**src/rtl/ssram_burst_reader.sv**
```systemverilog
// Burst reader: fetches a run of consecutive words from a 1-cycle-latency SSRAM
// and streams them out through a 2-entry FIFO under valid/ready flow control.
module ssram_burst_reader #(
    parameter int unsigned ADDR_WIDTH = 9,
    parameter int unsigned DATA_WIDTH = 32
) (
    input  logic                  clock,
    input  logic                  reset,
    input  logic                  start,
    input  logic [ADDR_WIDTH-1:0] startAddress,
    input  logic [ADDR_WIDTH:0]   burstLength,
    output logic                  busy,
    output logic                  done,
    output logic [ADDR_WIDTH-1:0] ramAddress,
    output logic                  ramWriteEnable,
    input  logic [DATA_WIDTH-1:0] ramDataOut,
    output logic [DATA_WIDTH-1:0] streamData,
    output logic                  streamValid,
    output logic                  streamLast,
    input  logic                  streamReady
);

    localparam int unsigned LEN_W = ADDR_WIDTH + 1;

    typedef enum logic [1:0] {
        IDLE  = 2'd0,
        READ  = 2'd1,
        DRAIN = 2'd2
    } state_t;

    state_t                  state_q;
    logic [ADDR_WIDTH-1:0]   addr_q;
    logic [LEN_W-1:0]        remaining_q;
    logic                    inflight_q;
    logic                    inflight_last_q;
    logic                    busy_q;
    logic                    done_q;

    logic [DATA_WIDTH-1:0]   fifo_data_q [2];
    logic [DATA_WIDTH-1:0]   fifo_data_d [2];
    logic [1:0]              fifo_vld_q;
    logic [1:0]              fifo_vld_d;
    logic [1:0]              fifo_last_q;
    logic [1:0]              fifo_last_d;

    logic                    xfer_c;
    logic [1:0]              level_c;
    logic                    issue_c;
    logic                    last_issue_c;

    assign ramAddress     = addr_q;
    assign ramWriteEnable = 1'b0;
    assign busy           = busy_q;
    assign done           = done_q;
    assign streamData     = fifo_data_q[0];
    assign streamValid    = fifo_vld_q[0];
    assign streamLast     = fifo_last_q[0];

    // Issue only while buffered + in-flight words, net of this cycle's pop, stay below 2.
    always_comb begin
        xfer_c       = fifo_vld_q[0] & streamReady;
        level_c      = 2'(fifo_vld_q[0]) + 2'(fifo_vld_q[1]) + 2'(inflight_q) - 2'(xfer_c);
        issue_c      = (state_q == READ) && (remaining_q != '0) && (level_c < 2'd2);
        last_issue_c = issue_c && (remaining_q == LEN_W'(1));
    end

    // Shift-style FIFO: pop moves slot 1 to the head, read data lands in the first free slot.
    always_comb begin
        fifo_data_d = fifo_data_q;
        fifo_vld_d  = fifo_vld_q;
        fifo_last_d = fifo_last_q;
        if (xfer_c) begin
            fifo_data_d[0] = fifo_data_q[1];
            fifo_vld_d[0]  = fifo_vld_q[1];
            fifo_last_d[0] = fifo_last_q[1];
            fifo_vld_d[1]  = 1'b0;
            fifo_last_d[1] = 1'b0;
        end
        if (inflight_q) begin
            if (!fifo_vld_d[0]) begin
                fifo_data_d[0] = ramDataOut;
                fifo_vld_d[0]  = 1'b1;
                fifo_last_d[0] = inflight_last_q;
            end else begin
                fifo_data_d[1] = ramDataOut;
                fifo_vld_d[1]  = 1'b1;
                fifo_last_d[1] = inflight_last_q;
            end
        end
    end

    always_ff @(posedge clock) begin
        if (reset) begin
            state_q         <= IDLE;
            addr_q          <= '0;
            remaining_q     <= '0;
            inflight_q      <= 1'b0;
            inflight_last_q <= 1'b0;
            busy_q          <= 1'b0;
            done_q          <= 1'b0;
            fifo_data_q[0]  <= '0;
            fifo_data_q[1]  <= '0;
            fifo_vld_q      <= '0;
            fifo_last_q     <= '0;
        end else begin
            done_q          <= 1'b0;
            inflight_q      <= issue_c;
            inflight_last_q <= last_issue_c;
            fifo_data_q     <= fifo_data_d;
            fifo_vld_q      <= fifo_vld_d;
            fifo_last_q     <= fifo_last_d;

            if (issue_c) begin
                addr_q      <= addr_q + ADDR_WIDTH'(1);
                remaining_q <= remaining_q - LEN_W'(1);
            end

            case (state_q)
                IDLE: begin
                    if (start) begin
                        if (burstLength != '0) begin
                            addr_q      <= startAddress;
                            remaining_q <= burstLength;
                            busy_q      <= 1'b1;
                            state_q     <= READ;
                        end else begin
                            done_q <= 1'b1;
                        end
                    end
                end
                READ: begin
                    if (last_issue_c) begin
                        state_q <= DRAIN;
                    end
                end
                DRAIN: begin
                    if (xfer_c && fifo_last_q[0]) begin
                        busy_q  <= 1'b0;
                        done_q  <= 1'b1;
                        state_q <= IDLE;
                    end
                end
                default: state_q <= IDLE;
            endcase
        end
    end

endmodule

```
**config.mk**
```make
export PLATFORM = sky130hd
export DESIGN_NAME = ssram_burst_reader
export DESIGN_NICKNAME = d
export VERILOG_FILES = /design/src/rtl/ssram_burst_reader.sv
export SDC_FILE = /design/constraint.sdc
export NUM_CORES = 1
export LEC_CHECK = 0
export CAP_MARGIN = 20
export CORE_MARGIN = 2
export CORE_UTILIZATION = 40
export DETAILED_ROUTE_END_ITERATION = 12
export PLACE_DENSITY = 0.66
export SYNTH_ARGS = -nofsm -noshare
export SYNTH_HDL_FRONTEND = slang
export SYNTH_SLANG_ARGS = --single-unit
```
**constraint.sdc**
```tcl
create_clock -name clock -period 4.9 [get_ports clock]
set_input_delay 1.47 -clock clock [delete_from_list [all_inputs] [get_ports clock]]
set_output_delay 1.47 -clock clock [all_outputs]
set_load 0.01 [all_outputs]
```
Word level (Yosys, flattened, before mapping)
Cells that the tools add are included.

operators by class
  add/sub/neg operators = 5
  multipliers = 0
  div/mod/pow operators = 0
  magnitude comparators = 1
  equal/unequal tests = 7
  shift operators = 0
  mux-type cells = 32
  bitwise operators = 1
  reduce and logical (&&, ||, !) cells = 11

operators by type and width
  operator                                                                count
  32-bit 2-to-1 mux                                                       3
  64-bit 2-to-1 mux                                                       1
  10-bit 2-to-1 mux                                                       4
  9-bit 2-to-1 mux                                                        4
  10-bit nonzero test                                                     2
  2-bit 2-to-1 mux                                                        8
  10-bit by 1-bit equality test with 1-bit output, second input constant  1
  10-bit by 1-bit subtractor with 10-bit output, second input constant    1
  9-bit by 1-bit adder with 9-bit output, second input constant           1
  1-bit 2-to-1 mux                                                        9
  2-bit inequality test, second input constant                            4
  4-bit AND reduction                                                     2
  2-bit one-hot mux with 3 select lines                                   1
  1-bit logical AND                                                       4
  1-bit one-hot mux with 2 select lines                                   2
  1-bit by 1-bit adder with 2-bit output                                  1
  2-bit by 1-bit adder with 2-bit output                                  1
  2-bit by 1-bit equality test with 1-bit output, second input constant   1
  2-bit equality test, second input constant                              1
  2-bit zero test                                                         1
  2-bit < comparator, second input constant                               1
  2-bit AND reduction                                                     1
  2-bit nonzero test                                                      1
  2-bit by 1-bit subtractor with 2-bit output                             1
  1-bit AND                                                               1

storage, ports and cells
  register bits = 93
  latch bits = 0
  RAM bits = 0
  ROM bits = 0
  input port bits = 55
  output and inout bits = 46
  logic and storage cells = 68
  memories kept = 0

Longest topological paths before layout
  depth in word-level cells = 9
  gate-level depth with buffers = 9

Worst setup path after synthesis
Ideal clock, no wire load.

  kind = in2reg
  from = input streamReady
  to = register remaining_q[9]
  arrival time = 3.665 ns
  slack = 1.118 ns
  stages = 9
  cell sequence = clkbuf_1 buf_1 nor2b_1 ha_1 or3b_1 nand3b_4 nor4_1 mux2_1 a22o_1

between the ends
  longest elaborated chain between the ends = 8

ends and longest elaborated chain
  element                                          RTL line  text
  start, declared                                  20        input logic streamReady
  1-bit AND (*)                                    61        xfer_c = fifo_vld_q[0] & streamReady;
  2-bit by 1-bit subtractor with 2-bit output (*)  62        level_c = 2'(fifo_vld_q[0]) + 2'(fifo_vld_q[1]) + 2'(inflight_q) - 2'(xfer_c);
  2-bit < comparator (*)                           63        issue_c = (state_q == READ) && (remaining_q != '0) && (level_c < 2'd2);
  1-bit logical AND (*)                            63
  10-bit 2-to-1 mux (*)                            113       if (issue_c) begin
  10-bit 2-to-1 mux                                121       if (burstLength != '0) begin
  10-bit 2-to-1 mux                                120       if (start) begin
  10-bit 2-to-1 mux (*)                            118       case (state_q)
  end signal, assigned                             115       remaining_q <= remaining_q - LEN_W'(1);
  end signal, assigned                             123       remaining_q <= burstLength;
  end, declared                                    33        logic [LEN_W-1:0] remaining_q;

Mark *: on every way between the ends. The rest lies on a longest branch, timed or not.
A chain may end at the register's enable or synchronous reset.

Worst setup path after layout
  from = input burstLength[1]
  to = register remaining_q[3]

between the ends
  longest elaborated chain between the ends = 4

ends and longest elaborated chain
  element              RTL line  text
  start, declared      11        input logic [ADDR_WIDTH:0] burstLength,
  10-bit nonzero test  121
  10-bit 2-to-1 mux    121
  10-bit 2-to-1 mux    120
  10-bit 2-to-1 mux    118

Every way passes these cells.

==> reports/results.ini <==
[sta]
finalMaxSlewViolations=0
rsz0062_at_grt=false
min_period_ns=3.291
relSlewSlack_pct=47.12
setup_tns_ns=0
skew_ns=0.01494
worst_pin_slew_ns=0.7932
finalCritPeriodShare_pct=67.17
max_clock_freq_mhz=303.8
finalHoldViolCount=0
setup_viol=0

[yosys]
synth_top_area_share_pct=43.04
synth_flop_cell=dfxtp_1
async_flop_share_pct=0
yosys-top-cells-area=dfxtp_1, nand2_1, a311oi_1
synth_edf_count=0
avgSynthCellArea_um2=8.085
synth_seq_cells=93
netlist.top_cell.by_area=dfxtp_1
yosys_warnings=0
yosys-top-cells-count=nand2_1, dfxtp_1, nor2_1
synthCells=535
synth_seq_area_share_pct=43.04
syn_area_mm2=0.004325
synth_cell_types=50
syn-num-nets=595
synth_most_common_cell=nand2_1

[placed_design]
io_buffers=99
place_congestion=0.7859
place_inst=704
dp_hpwl_um=6925

[die]
initial_core_util_pct=41.53
core_region_area_mm2=0.01042
io_pins=101
rows=37
dieWidth_um=108.0
die_y_um=108.0
die-area_mm2=0.01166

[setup_path]
crit_type=input pin to register
end_kind=register
worstSetupStartpoint=burstLength[1]
reg2reg_from=fifo_vld_q[0]
crit_required_ns=5.10
critPathMaxFanout=33
cp_data_arrival_time_ns=3.49
startpoint_type=input pin

[drt]
ant_nets=0
dr.pass1.iters=5
vias=3800
first_iter_violations=160
drcViolationCount=0
wl_um=10660
wl_per_cell_um=14.78
avgViaCountPerCell=5.270

[power]
p_comb_share_pct=18.5
pwr-share-seq_pct=49.9
vdd_drop_max_mv=0.1599
intPower_mw=1.193
netSwitchingFraction_pct=28.35
clkPwrFrac_pct=31.6
power.switching_mw=0.4721
power.density_mw_per_mm2=311.6
power_mw=1.665
leakage_nw=1.796

[clocking]
clockBufferDepth=2
htreeDepth=3
cts_tree=done
insertion_delay_ns=0.36
path_clk_slew_ns=0.09
cts_buffers=9
ctsHoldBuffers=0
cts_resized=0
clkSinkCount=93
post-cts-setup-buffers=0
cts-root-buf=clkbuf_8

[finish]
instances_no_fill=721
drive_gt1_share_pct=7.179
syn_to_final_growth_pct=23.52
antenna_cells=0
nets=640

[grt]
antenna_found_initial=0
grt_max_degree=67
gr-total-overflow=0
grt_pass1_vias=3576
grt_pass1_wl_um=17320
grt_usage_pct=18.41

[worst_hold_path]
min_from=inflight_last_q
hold_class=register to register

[run]
maxCapViolCount=0

[run_status]
status=finished clean

==> path summary, 6_finish.rpt <==
| check | end | slack (ns) | cells past startpoint |
|---|---|---|---|
| max | remaining_q[3] | 1.61 | 5 |
| min | fifo_last_q[1] | 0.46 | 2 |
| max reg2reg | remaining_q[9] | 2.60 | 7 |
| min reg2reg | fifo_last_q[1] | 0.46 | 2 |
==> cells in the final DEF (no fill, tap or decap), drive strengths merged, types with 2 or more instances in the layout <==
master	instances
a31oi	2
a211oi	14
nor2	58
inv	7
a21oi	41
dfxtp	93
nand2	107
nand2b	4
nand3b	2
nor3	6
nor4	7
nand3	42
buf	9
or3b	2
clkdlybuf4s50	97
o21ai	3
mux2	2
ha	5
nor4b	2
and3	5
xor2	6
xnor2	8
clkinv	3
a311oi	34
clkbuf	10
a22o	2
==> power by group through the flow <==
stage | registers, mW | logic (mW) | clock network [mW]
after floorplan | 0.843 | 0.192 | 0
after global placement | 0.848 | 0.301 | 0
after detailed placement | 0.848 | 0.305 | 0
after CTS | 0.831 | 0.307 | 0.533
after global routing | 0.837 | 0.336 | 0.566
final | 0.831 | 0.308 | 0.527
==> cells by family after synthesis <==
| group | count (synthesis) | share of synthesized area (%) |
|---|---|---|
| flip-flops | 93 | 43.04 |
| buffers and inverters | 77 | 9.720 |
| AO/OA/AOI/OAI | 99 | 15.91 |
| other | 1 | 0.08670 |
| AND/OR/NAND/NOR | 243 | 26.21 |
| XOR/XNOR | 14 | 2.835 |
| adder cells (fa/ha/maj) | 5 | 1.446 |
| multiplexers | 3 | 0.7521 |
==> critical path: stages <==
cell and delay [ns]:
clkdlybuf4s50_1 0.44, nor4_1 0.56, a31o_2 0.70, o311a_1 0.28, nor3_1 0.05
==> metal layers <==
layer	up-vias	track usage, %	wire length, um
li1	1904	-	-
met1	1784	24.19	4868
met2	105	30.14	4982
met3	7	4.702	719
met4	0	4.945	85
met5	-	0	0
==> registers in the layout, indices dropped and copies added, names as in the netlist <==
| name | count |
|---|---|
| streamData | 32 |
| remaining_q | 10 |
| fifo_last_q | 2 |
| fifo_data_q | 32 |
| state_q | 2 |
| done | 1 |
| busy | 1 |
| fifo_vld_q | 2 |
| ramAddress | 9 |
| inflight_last_q | 1 |
| inflight_q | 1 |
==> per-stage QoR <==
stage	utilization [%]	worst slack [ns]	hold WS [ns]	cell area [um^2]
after floorplan	-	1.118	0.4323	4325
after global placement	49.20	1.330	0.4382	5125
after detailed placement	49.20	1.245	0.4468	5125
after CTS	51.10	1.625	0.4607	5323
after global routing	51.29	1.410	0.4730	5343
final	51.29	1.609	0.4575	5343
==> cell type report <==
| type | count | area, um^2 |
|---|---|---|
| Fill cell | 972 | 5074 |
| Multi-Input combinational cell | 365 | 2048 |
| Sequential cell | 93 | 1862 |
| Timing Repair Buffer | 106 | 1046 |
| Tap cell | 136 | 170.2 |
| Clock buffer | 10 | 127.6 |
| Clock inverter | 6 | 70.07 |
| Inverter | 5 | 18.77 |
Power figures use the tool's default switching activity.
